File: src/rtl/pong_score_ctrl.sv
// pong_score_ctrl
//   Score controller for a two-player Pong game. Keeps two-digit BCD scores
//   and sequences a 4-digit seven-segment driver. After a goal, the scorer's
//   digit pair blinks for a fixed number of half-periods. When a player
//   reaches WIN_SCORE, the game holds in a game-over state and the winner's
//   pair blinks until new_game.
//
// Ports
//   clk       system clock
//   reset     synchronous, active-high reset
//   point_p1  single-cycle pulse: player 1 scored
//   point_p2  single-cycle pulse: player 2 scored
//   new_game  single-cycle pulse: clear scores and restart
//   disp3     P1 tens digit code (leftmost); 4'hF renders as a dash
//   disp2     P1 ones digit code
//   disp1     P2 tens digit code
//   disp0     P2 ones digit code (rightmost)
//   busy      high while a goal or game-over sequence runs
//   winner    0 = none, 1 = P1, 2 = P2
//
// The outputs are registered copies of a decode of the next-state values.
// They therefore equal a decode of the current state registers, and an event
// sampled at a clock edge is visible right after that edge.
module pong_score_ctrl #(
  parameter int WIN_SCORE     = 7,
  parameter int BLINK_HALF    = 25_000_000,
  parameter int BLINK_TOGGLES = 6
) (
  input  logic       clk,
  input  logic       reset,
  input  logic       point_p1,
  input  logic       point_p2,
  input  logic       new_game,
  output logic [3:0] disp3,
  output logic [3:0] disp2,
  output logic [3:0] disp1,
  output logic [3:0] disp0,
  output logic       busy,
  output logic [1:0] winner
);

  localparam int BW = (BLINK_HALF > 1) ? $clog2(BLINK_HALF) : 1;
  localparam int TW = (BLINK_TOGGLES > 1) ? $clog2(BLINK_TOGGLES) : 1;
  localparam logic [BW-1:0] BLINK_LAST = BW'(BLINK_HALF - 1);
  localparam logic [TW-1:0] TOG_LAST   = TW'(BLINK_TOGGLES - 1);
  // Winning score as BCD so the compare needs no binary conversion.
  localparam logic [7:0] WIN_BCD = {4'(WIN_SCORE / 10), 4'(WIN_SCORE % 10)};

  typedef enum logic [1:0] {
    ST_PLAY = 2'd0,
    ST_GOAL = 2'd1,
    ST_OVER = 2'd2
  } state_t;

  state_t         state_r, state_s;
  logic [3:0]     p1_tens_r, p1_ones_r, p2_tens_r, p2_ones_r;
  logic [3:0]     p1_tens_s, p1_ones_s, p2_tens_s, p2_ones_s;
  logic           scorer_r, scorer_s;
  logic [BW-1:0]  blink_cnt_r, blink_cnt_s;
  logic           phase_r, phase_s;
  logic [TW-1:0]  tog_cnt_r, tog_cnt_s;
  logic [1:0]     winner_r, winner_s;
  logic [7:0]     p1_inc_s, p2_inc_s, sel_inc_s;
  logic [15:0]    disp_s;

  // Two-digit BCD increment: {tens, ones} -> {tens, ones} + 1.
  function automatic logic [7:0] bcd_inc(input logic [3:0] tens, input logic [3:0] ones);
    logic [7:0] res;
    if (ones == 4'd9) begin
      res = {tens + 4'd1, 4'd0};
    end else begin
      res = {tens, ones + 4'd1};
    end
    return res;
  endfunction

  // Digit codes for a given state: a blanked pair shows 4'hF on both digits
  // during the dark half (phase 0) of the blink.
  function automatic logic [15:0] disp_decode(
    input state_t     st,
    input logic [3:0] a_tens,
    input logic [3:0] a_ones,
    input logic [3:0] b_tens,
    input logic [3:0] b_ones,
    input logic       sc,
    input logic [1:0] win,
    input logic       ph
  );
    logic blank_a;
    logic blank_b;
    blank_a = 1'b0;
    blank_b = 1'b0;
    if (!ph) begin
      case (st)
        ST_GOAL: begin
          blank_a = (sc == 1'b0);
          blank_b = (sc == 1'b1);
        end
        ST_OVER: begin
          blank_a = (win == 2'd1);
          blank_b = (win == 2'd2);
        end
        default: begin
          blank_a = 1'b0;
          blank_b = 1'b0;
        end
      endcase
    end else begin
      blank_a = 1'b0;
      blank_b = 1'b0;
    end
    return {blank_a ? 4'hF : a_tens, blank_a ? 4'hF : a_ones,
            blank_b ? 4'hF : b_tens, blank_b ? 4'hF : b_ones};
  endfunction

  assign p1_inc_s  = bcd_inc(p1_tens_r, p1_ones_r);
  assign p2_inc_s  = bcd_inc(p2_tens_r, p2_ones_r);
  assign sel_inc_s = point_p2 ? p2_inc_s : p1_inc_s;

  // Next-state logic for the game FSM, scores and blink counters.
  always_comb begin
    state_s     = state_r;
    p1_tens_s   = p1_tens_r;
    p1_ones_s   = p1_ones_r;
    p2_tens_s   = p2_tens_r;
    p2_ones_s   = p2_ones_r;
    scorer_s    = scorer_r;
    blink_cnt_s = blink_cnt_r;
    phase_s     = phase_r;
    tog_cnt_s   = tog_cnt_r;
    winner_s    = winner_r;

    if (new_game) begin
      // Restart wins over any point pulse in the same cycle.
      state_s     = ST_PLAY;
      p1_tens_s   = 4'd0;
      p1_ones_s   = 4'd0;
      p2_tens_s   = 4'd0;
      p2_ones_s   = 4'd0;
      blink_cnt_s = {BW{1'b0}};
      phase_s     = 1'b0;
      tog_cnt_s   = {TW{1'b0}};
      winner_s    = 2'd0;
    end else begin
      case (state_r)
        ST_PLAY: begin
          // Simultaneous points cancel each other.
          if (point_p1 ^ point_p2) begin
            scorer_s    = point_p2;
            blink_cnt_s = {BW{1'b0}};
            phase_s     = 1'b0;
            tog_cnt_s   = {TW{1'b0}};
            if (point_p2) begin
              p2_tens_s = sel_inc_s[7:4];
              p2_ones_s = sel_inc_s[3:0];
            end else begin
              p1_tens_s = sel_inc_s[7:4];
              p1_ones_s = sel_inc_s[3:0];
            end
            if (sel_inc_s == WIN_BCD) begin
              state_s  = ST_OVER;
              winner_s = point_p2 ? 2'd2 : 2'd1;
            end else begin
              state_s = ST_GOAL;
            end
          end else begin
            state_s = ST_PLAY;
          end
        end
        ST_GOAL: begin
          if (blink_cnt_r == BLINK_LAST) begin
            blink_cnt_s = {BW{1'b0}};
            if (tog_cnt_r == TOG_LAST) begin
              state_s   = ST_PLAY;
              phase_s   = 1'b0;
              tog_cnt_s = {TW{1'b0}};
            end else begin
              phase_s   = ~phase_r;
              tog_cnt_s = tog_cnt_r + TW'(1);
            end
          end else begin
            blink_cnt_s = blink_cnt_r + BW'(1);
          end
        end
        ST_OVER: begin
          // Blink forever; scores stay frozen until new_game.
          if (blink_cnt_r == BLINK_LAST) begin
            blink_cnt_s = {BW{1'b0}};
            phase_s     = ~phase_r;
          end else begin
            blink_cnt_s = blink_cnt_r + BW'(1);
          end
        end
        default: begin
          state_s = ST_PLAY;
        end
      endcase
    end
  end

  assign disp_s = disp_decode(state_s, p1_tens_s, p1_ones_s, p2_tens_s, p2_ones_s,
                              scorer_s, winner_s, phase_s);

  // State registers with synchronous reset.
  always_ff @(posedge clk) begin
    if (reset) begin
      state_r     <= ST_PLAY;
      p1_tens_r   <= 4'd0;
      p1_ones_r   <= 4'd0;
      p2_tens_r   <= 4'd0;
      p2_ones_r   <= 4'd0;
      scorer_r    <= 1'b0;
      blink_cnt_r <= {BW{1'b0}};
      phase_r     <= 1'b0;
      tog_cnt_r   <= {TW{1'b0}};
      winner_r    <= 2'd0;
    end else begin
      state_r     <= state_s;
      p1_tens_r   <= p1_tens_s;
      p1_ones_r   <= p1_ones_s;
      p2_tens_r   <= p2_tens_s;
      p2_ones_r   <= p2_ones_s;
      scorer_r    <= scorer_s;
      blink_cnt_r <= blink_cnt_s;
      phase_r     <= phase_s;
      tog_cnt_r   <= tog_cnt_s;
      winner_r    <= winner_s;
    end
  end

  // Output registers, loaded with the decode of the next state.
  always_ff @(posedge clk) begin
    if (reset) begin
      disp3  <= 4'd0;
      disp2  <= 4'd0;
      disp1  <= 4'd0;
      disp0  <= 4'd0;
      busy   <= 1'b0;
      winner <= 2'd0;
    end else begin
      disp3  <= disp_s[15:12];
      disp2  <= disp_s[11:8];
      disp1  <= disp_s[7:4];
      disp0  <= disp_s[3:0];
      busy   <= (state_s != ST_PLAY);
      winner <= winner_s;
    end
  end

endmodule
File: config.mk
export PLATFORM = sky130hd
export DESIGN_NAME = pong_score_ctrl
export DESIGN_NICKNAME = d
export VERILOG_FILES = /design/src/rtl/pong_score_ctrl.sv
export SDC_FILE = /design/constraint.sdc
export NUM_CORES = 1
export LEC_CHECK = 0
export ABC_AREA = 1
export CORE_ASPECT_RATIO = 0.75
export CORE_UTILIZATION = 30
export DETAILED_ROUTE_END_ITERATION = 10
export PLACE_DENSITY_LB_ADDON = 0.15
export SLEW_MARGIN = 20
export SYNTH_ARGS = -nofsm -noshare
export SYNTH_HDL_FRONTEND = slang
export SYNTH_SLANG_ARGS = --single-unit
export TNS_END_PERCENT = 1
File: constraint.sdc
create_clock -name clk -period 2.67 [get_ports clk]
set_clock_uncertainty 0.05 [all_clocks]
set_input_delay 0.267 -clock clk [delete_from_list [all_inputs] [get_ports clk]]
set_output_delay 0.267 -clock clk [all_outputs]
set_load 0.02 [all_outputs]
==> reports/results.txt, run 1 <==
Dpl hpwl -> 6350 um
Number of input and output port buffers inserted -> 23
Initial Util -> 31.4%
CTS clk-pin slew, worst paths -> 0.06 ns
Met2 usage -> 21.1%
Die W -> 126 um
Number of sinks on the clock net -> 67
Antenna diode count -> 0
Met3 track demand over resource -> 4.32%
Cell count after synthesis -> 509
Synthesis-to-finish area growth -> 31.9%
Average cell area after synthesis -> 6.84 um2
Number of flip-flops and latches in the synthesized netlist -> 67
Routing layer with the top usage in global route -> met1
Power per cell area -> 569 nW/um2
Worst Max-Slew Pin Slew -> 0.442 ns
Status -> completed
Ratio of cells with drive above 1 in the final layout -> 17.7%
Finished Core Util -> 41.4%
Cells on worst reg2reg path -> 17
Pin count of the biggest net entering global routing -> 13
# placed instances -> 689
Number of vias in the routed layout -> 3,294
Setup violations, final -> 0
Worst Path Required -> 2.90 ns
Most frequent cells after synthesis -> sky130_fd_sc_hd__nand2_1 (118), sky130_fd_sc_hd__inv_1 (92), sky130_fd_sc_hd__dfxtp_1 (67), sky130_fd_sc_hd__nor2_1 (67), sky130_fd_sc_hd__nand3_1 (26)
# Max-Cap Violations -> 0
Tcrit/Tclk final -> 95.7%
Fin crit period -> 2.55 ns
Largest cells by area after synthesis -> sky130_fd_sc_hd__dfxtp_1 (39%), sky130_fd_sc_hd__nand2_1 (13%), sky130_fd_sc_hd__inv_1 (9.9%), sky130_fd_sc_hd__nor2_1 (7.2%), sky130_fd_sc_hd__ha_1 (5.0%)
Vias/cell -> 4.63
Peak fanout along the critical path -> 8
Switching power -> 0.596 mW
Via count of the first global-routing pass -> 2,921
Buffer cell driving the clock tree root -> sky130_fd_sc_hd__clkbuf_16
Clock Power Share -> 52.2%
Internal power -> 2.02 mW
Fraction of power consumed by combinational cells -> 8.2%
Class of the tightest hold or removal check -> flip-flop to flip-flop
Row count -> 33
Startpoint of the lowest-slack register-to-register path -> p2_ones_r[1]
Initial antenna violation count -> 0
Hold path cells -> 2
Final Hold Vio Count -> 0
Number of H-tree levels -> 3
Post-route DRC -> 0
Syn nets -> 528
Total Power Consumption -> 2.61 mW
YS warnings -> 0
Fmax -> 392 MHz
Antenna violation net count after detailed routing -> 0
Crit Path Class -> flip-flop to flip-flop
GR Util All Layers -> 15.1%
Leakage power -> 1.98 nW
Number of distinct library cells after synthesis -> 37
Clk Latency, worst-skew pair -> 0.33 ns
CTS buffer count -> 9
Most numerous cell in the Yosys netlist -> sky130_fd_sc_hd__nand2_1
Wirelength, routed -> 8840 um
Most used flip-flop cell after synthesis -> sky130_fd_sc_hd__dfxtp_1
Number of max-slew violations in the final report -> 0
Post-synthesis async set-or-reset flop share -> 0%
Pre-Repair DR Iteration Count -> 5
Hold Startpoint -> blink_cnt_r[12]
Gpl congestion -> 0.818
Part of the power in registers -> 39.6%
Net switching share of the total power -> 22.8%
Capture endpoint of the worst hold path -> blink_cnt_r[12]
Max Root-Sink Buffers -> 2
Setup crit end kind -> flip-flop
Vertical die dimension -> 95.3 um
IR Drop Worst-Case VDD -> 0.291 mV
Number of synthesized flops with an enable pin -> 0
Top-level I/O count -> 24
Share of the synthesized area in the top cell type -> 38.5%
Netlist area before placement -> 3480 um2
Clock tree from TritonCTS -> yes
End of the worst register-to-register path -> disp1[3]
Slew headroom -> 70.5%
Final layout net count -> 586
Setup slack on the worst flop-to-flop path -> 0.12 ns
Global-route wire length before repair -> 14,000 um
Die Area -> 12,100 um2
Synth area leader -> sky130_fd_sc_hd__dfxtp_1
Core Area -> 11,100 um2
1st-iter DRT viols -> 169
Share of synthesized area occupied by flip-flops and latches -> 38.5%
Element type at the critical path start -> flip-flop
Met1 demand-to-capacity share in global routing -> 22.1%
Aggregate global routing overflow -> 0
Average routed wire per standard cell -> 12.4 um
Filler-free cell count of the finished design -> 712
Fillers -> 1,147
Arrival time worst endpoint -> 2.78 ns
-- power by group through the flow --
stage / logic, mW / clock network, mW / registers, mW
CTS: 0.199 / 1.40 / 1.03
global route: 0.237 / 1.46 / 1.04
global placement: 0.199 / 0 / 1.05
detailed placement: 0.198 / 0 / 1.05
finish: 0.213 / 1.36 / 1.04
floorplan: 0.108 / 0 / 1.07
-- repair_timing --
item                       4_1_cts  5_1_grt
resized for setup                0       41
buffers inserted                 0        6
setup endpoints to repair        0       16
hold buffers                     0        0
-- cell families (layout without fill, tap and decap cells) --
kind of cell    after synthesis  after routing  share of synthesized area, %
buf+inv                     100            162                          11.1
fa+ha+maj                    14             14                          5.03
xor+xnor                      7              7                          1.76
compound gates               67             67                          11.1
flops                        67             67                          38.5
simple gates                254            255                          32.5
-- placed cells by master (no fill, tap or decap), types with 8 or more instances in the layout --
cell type / instances
sky130_fd_sc_hd__buf_4: 28
sky130_fd_sc_hd__nor2_2: 8
sky130_fd_sc_hd__dfxtp_1: 61
sky130_fd_sc_hd__a21oi_1: 22
sky130_fd_sc_hd__nand3_1: 22
sky130_fd_sc_hd__ha_1: 9
sky130_fd_sc_hd__nand2_1: 109
sky130_fd_sc_hd__clkbuf_16: 9
sky130_fd_sc_hd__nor3_1: 9
sky130_fd_sc_hd__nor2_1: 65
sky130_fd_sc_hd__o21ai_0: 24
sky130_fd_sc_hd__inv_1: 91
sky130_fd_sc_hd__nand2_2: 13
sky130_fd_sc_hd__clkdlybuf4s50_1: 23
-- worst max-delay path, stage by stage, from the launching register on --
cell                      delay [ns]
sky130_fd_sc_hd__dfxtp_1        0.32
sky130_fd_sc_hd__buf_4          0.16
sky130_fd_sc_hd__ha_4           0.15
sky130_fd_sc_hd__inv_1          0.04
sky130_fd_sc_hd__nand2_1        0.06
sky130_fd_sc_hd__nand2_2        0.11
sky130_fd_sc_hd__nand3_4        0.08
sky130_fd_sc_hd__nor3_4         0.20
sky130_fd_sc_hd__nand3_1        0.10
sky130_fd_sc_hd__nand2_1        0.11
sky130_fd_sc_hd__nand2_2        0.07
sky130_fd_sc_hd__nand2_2        0.08
sky130_fd_sc_hd__nand3_4        0.10
sky130_fd_sc_hd__ha_4           0.28
sky130_fd_sc_hd__inv_1          0.05
sky130_fd_sc_hd__nor3_4         0.26
sky130_fd_sc_hd__nand2_4        0.17
sky130_fd_sc_hd__nand2_2        0.09
-- cell type report --
cell class	count	area [um2]	area share [%]
clock buffers	10	229	4.99
clock inverters	6	114	2.48
inverters	94	353	7.68
multi-input cells	343	1920	41.8
flip-flops and latches	67	1350	29.4
well taps	140	175	3.81
repair buffers	52	452	9.83
-- routing by layer --
layer  routed length, um  vias to the layer above  share of wire, %
li1                    -                     1725                 -
met5                   0                        -                 0
met3                 452                        7               5.1
met2                3650                       66                41
met1                4660                     1496                53
met4                  78                        0              0.88
-- how the worst max path moves through the flow --
stage	to	from	slack, ns	depth (start not counted)
final	disp1[3]	p2_ones_r[1]	0.12	17
after global routing	disp1[3]	p2_ones_r[1]	-0.04	17
after CTS	disp2[2]	p1_ones_r[0]	0.06	18
after detailed placement	disp3[0]	point_p2	0.001	15
after global placement	disp0[2]	point_p2	0.07	15
after floorplan	disp0[2]	p2_ones_r[1]	0.38	15
-- registers in the layout, summed over array words and instances, names as in the netlist --
name	count
blink_cnt_r	25
disp0	4
disp1	4
disp2	4
disp3	4
p1_ones_r	4
p1_tens_r	4
p2_ones_r	4
p2_tens_r	4
tog_cnt_r	3
state_r	2
winner	2
busy	1
phase_r	1
scorer_r	1
-- stage by stage --
step	cell area, um2	TNS [ns]	hold WS [ns]	setup slack, ns
floorplan	3480	0	0.389	0.375
global placement	4030	0	0.423	0.0712
detailed placement	4030	0	0.423	0.00130
CTS	4370	0	0.432	0.0601
global route	4590	-0.281	0.464	-0.0440
finish	4590	0	0.432	0.116
Power figures use the tool's default switching activity.
==> inputs of run 2 (changes only) <==
--- a/config.mk
+++ b/config.mk
@@ -5,7 +5,6 @@
 export SDC_FILE = /design/constraint.sdc
 export NUM_CORES = 1
 export LEC_CHECK = 0
-export ABC_AREA = 1
 export CORE_ASPECT_RATIO = 0.75
 export CORE_UTILIZATION = 30
 export DETAILED_ROUTE_END_ITERATION = 10
==> reports/results.txt, run 2 <==
Register name with the most flops -> blink_cnt_r
Initial antenna violation count -> 0 (unchanged)
Power per cell area -> 505 nW/um2 (-11%)
# Max-Cap Violations -> 0 (unchanged)
Number of vias in the routed layout -> 2,902 (-12%)
1st-iter DRT viols -> 163 (-3.6%)
Share of synthesized area occupied by flip-flops and latches -> 40.6% (+2.1 points)
Row count -> 32 (-3.0%)
Dpl hpwl -> 6140 um (-3.2%)
Syn nets -> 386 (-27%)
Average routed wire per standard cell -> 13.7 um (+10%)
Netlist area before placement -> 3300 um2 (-5.2%)
Vias/cell -> 4.77 (+3.2%)
Most used flip-flop cell after synthesis -> sky130_fd_sc_hd__dfxtp_1
Post-route DRC -> 0 (unchanged)
Leakage power -> 1.80 nW (-9.3%)
Setup violations, final -> 14 (+14)
Number of synthesized flops with an enable pin -> 0 (unchanged)
YS warnings -> 0 (unchanged)
Met2 usage -> 21.2% (+0.096 points)
CTS buffer count -> 9 (unchanged)
Slew headroom -> 63.0% (-7.5 points)
Smallest hold slack -> 0.451 ns (+0.0190 ns)
Pin count of the biggest net entering global routing -> 27 (+14)
Unrepaired setup endpoints after global routing -> yes
Tcrit/Tclk final -> 104% (+8.1 points)
Commonest cells after routing, fill and taps aside -> sky130_fd_sc_hd__buf_4 (77), sky130_fd_sc_hd__dfxtp_1 (63), sky130_fd_sc_hd__nor2_1 (60), sky130_fd_sc_hd__nand2_1 (23), sky130_fd_sc_hd__clkdlybuf4s50_1 (23)
Pre-Repair DR Iteration Count -> 4 (-1)
Final Hold Vio Count -> 0 (unchanged)
Vertical die dimension -> 92.8 um (-2.6%)
Worst Path Required -> 2.80 ns (-0.10 ns)
Die W -> 123 um (-2.6%)
Setup crit end kind -> flip-flop
Element type at the critical path start -> flip-flop
Max Root-Sink Buffers -> 2 (unchanged)
Commonest non-fill, non-tap cell in the layout -> sky130_fd_sc_hd__buf_4
Cell count after synthesis -> 367 (-28%)
Crit Path Class -> flip-flop to flip-flop
Antenna diode count -> 0 (unchanged)
Routing layer with the top usage in global route -> met1
Cell area after placement -> 4240 um2 (+5.2%)
Met1 demand-to-capacity share in global routing -> 23.2% (+1.1 points)
Arrival time worst endpoint -> 2.90 ns (+0.12 ns)
Status -> finished, violations left
Number of H-tree levels -> 3 (unchanged)
Number of sinks on the clock net -> 67 (unchanged)
IR Drop Worst-Case VDD -> 0.326 mV (+12%)
Global-route wire length before repair -> 13,600 um (-3.1%)
Clk Latency, worst-skew pair -> 0.33 ns (about the same)
Synthesis-to-finish area growth -> 41.5%
GR Util All Layers -> 15.6% (+0.47 points)
Number of distinct library cells after synthesis -> 63 (+70%)
Peak fanout along the critical path -> 7 (-1)
Post-synthesis async set-or-reset flop share -> 0% (unchanged)
Top-level I/O count -> 24 (unchanged)
Ratio of cells with drive above 1 in the final layout -> 28.6% (+11 points)
Number of max-slew violations in the final report -> 0 (unchanged)
Core Area -> 10,500 um2 (-5.6%)
Final layout net count -> 488 (-17%)
Class of the tightest hold or removal check -> flip-flop to flip-flop
Largest cells by area after synthesis -> sky130_fd_sc_hd__dfxtp_1 (41%), sky130_fd_sc_hd__nor2_1 (7.1%), sky130_fd_sc_hd__ha_1 (5.3%), sky130_fd_sc_hd__xor2_1 (4.0%), sky130_fd_sc_hd__a21oi_1 (2.7%)
Wirelength, routed -> 8320 um (-5.8%)
Number of flip-flops in the largest register -> 25 (unchanged)
Most frequent cells after synthesis -> sky130_fd_sc_hd__dfxtp_1 (67), sky130_fd_sc_hd__nor2_1 (62), sky130_fd_sc_hd__nand2_1 (23), sky130_fd_sc_hd__a21oi_1 (18), sky130_fd_sc_hd__xor2_1 (15)
Via count of the first global-routing pass -> 2,731 (-6.5%)
Violated checks -> negative setup slack
Clock tree from TritonCTS -> yes
Most numerous cell in the Yosys netlist -> sky130_fd_sc_hd__dfxtp_1
Initial Util -> 31.5% (+0.10 points)
Share of the synthesized area in the top cell type -> 40.6% (+2.1 points)
Average cell area after synthesis -> 8.99 um2 (+31%)
Aggregate global routing overflow -> 0 (unchanged)
Min setup slack post-route -> -0.101 ns (-0.217 ns)
Buffer cell driving the clock tree root -> sky130_fd_sc_hd__clkbuf_16
Gpl congestion -> 0.840 (+2.6%)
Worst Max-Slew Pin Slew -> 0.550 ns (+0.108 ns)
Die Area -> 11,400 um2 (-5.1%)
Synth area leader -> sky130_fd_sc_hd__dfxtp_1
Fin crit period -> 2.77 ns (+0.217 ns)
Final non-filler cell area -> 4670 um2 (+1.7%)
CTS clk-pin slew, worst paths -> 0.06 ns (about the same)
Fmax -> 361 MHz (-7.8%)
Met3 track demand over resource -> 3.82% (-0.50 points)
Number of input and output port buffers inserted -> 23 (unchanged)
Number of flip-flops and latches in the synthesized netlist -> 67 (unchanged)
Antenna violation net count after detailed routing -> 0 (unchanged)
-- run 2: changes by cell type after synthesis, sizes merged, moves of 6 or more --
| cell | before | now |
|---|---|---|
| nand2 | 124 | 23 |
| inv | 94 | 9 |
| nand3 | 28 | 12 |
| o21ai | 30 | 17 |
| nor2 | 74 | 62 |
| xor2 | 4 | 15 |
| xnor2 | 3 | 11 |
| o22ai | 0 | 6 |
-- run 2: cell families (layout without fill, tap and decap cells) --
logic type	after synthesis	count (layout)	synth area share (%)
multiplexers	5	5	1.90
AO/OA/AOI/OAI	69	69	15.2
buffers and inverters	20	125	2.99
adder cells (fa/ha/maj)	14	14	5.31
XOR/XNOR	26	26	7.13
flip-flops	67	67	40.6
AND/OR/NAND/NOR	166	166	26.8
-- run 2: per-layer routing --
layer / share of wire, % / up-vias
li1: - / 1505
met2: 41 / 34
met1: 56 / 1359
met3: 2.6 / 4
met5: 0 / -
met4: 0.80 / 0
-- run 2: through the flow --
step	cells	setup WS (ns)	power, mW	utilization (%)	TNS [ns]
floorplan	367	-0.0704	1.15	-	-0.824
global placement	590	-0.330	1.23	40.4	-4.67
detailed placement	590	-0.447	1.23	40.4	-6.36
CTS	605	-0.132	2.39	43.7	-1.70
global route	608	-0.201	2.45	44.5	-2.44
finish	608	-0.101	2.36	44.5	-0.857
-- run 2: final cells by class --
| type | instances | area [um2] |
|---|---|---|
| clock buffers | 11 | 243 |
| repair buffers | 102 | 840 |
| well taps | 136 | 170 |
| inverters | 9 | 33.8 |
| multi-input cells | 280 | 2000 |
| flip-flops and latches | 67 | 1350 |
| fillers | 1013 | 5820 |
| clock inverters | 3 | 40.0 |
-- run 2: worst paths after layout --
| check | from | end | slack, ns | cells after the start |
|---|---|---|---|---|
| max | p1_ones_r[1] | disp1[0] | -0.10 | 13 |
| min | tog_cnt_r[1] | tog_cnt_r[1] | 0.45 | 2 |
| max reg2reg | p1_ones_r[1] | disp1[0] | -0.10 | 13 |
| min reg2reg | tog_cnt_r[1] | tog_cnt_r[1] | 0.45 | 2 |
-- run 2: where the power goes --
part           total [mW]  internal, mW  switching, mW
logic               0.204        0.0924          0.111
registers            1.02          1.01        0.00654
clock network        1.14         0.734          0.407
-- run 2: timing repair --
action                     CTS  global route
resized for setup           19            13
setup buffers                1             3
pin swaps                    7            11
hold buffers                 0             0
setup endpoints to repair   16            16
-- run 2: worst max-delay path, cell delays in order (launching register included) --
cell and delay, ns:
sky130_fd_sc_hd__dfxtp_2 0.36, sky130_fd_sc_hd__inv_2 0.05, sky130_fd_sc_hd__ha_4 0.27, sky130_fd_sc_hd__nor3_1 0.04, sky130_fd_sc_hd__and4_1 0.20, sky130_fd_sc_hd__a22o_1 0.24, sky130_fd_sc_hd__o22a_1 0.23, sky130_fd_sc_hd__or2_4 0.24
sky130_fd_sc_hd__ha_2 0.17, sky130_fd_sc_hd__nor2b_4 0.13, sky130_fd_sc_hd__a32o_2 0.25, sky130_fd_sc_hd__o221ai_2 0.17, sky130_fd_sc_hd__buf_6 0.15, sky130_fd_sc_hd__o21ai_0 0.07
==> inputs of run 3 (changes only) <==
--- a/config.mk
+++ b/config.mk
@@ -5,6 +5,7 @@
 export SDC_FILE = /design/constraint.sdc
 export NUM_CORES = 1
 export LEC_CHECK = 0
+export ABC_CLOCK_PERIOD_IN_PS = 2670
 export CORE_ASPECT_RATIO = 0.75
 export CORE_UTILIZATION = 30
 export DETAILED_ROUTE_END_ITERATION = 10
==> results of run 3 <==
Final layout, timing and power as in run 2 (identical DEF).
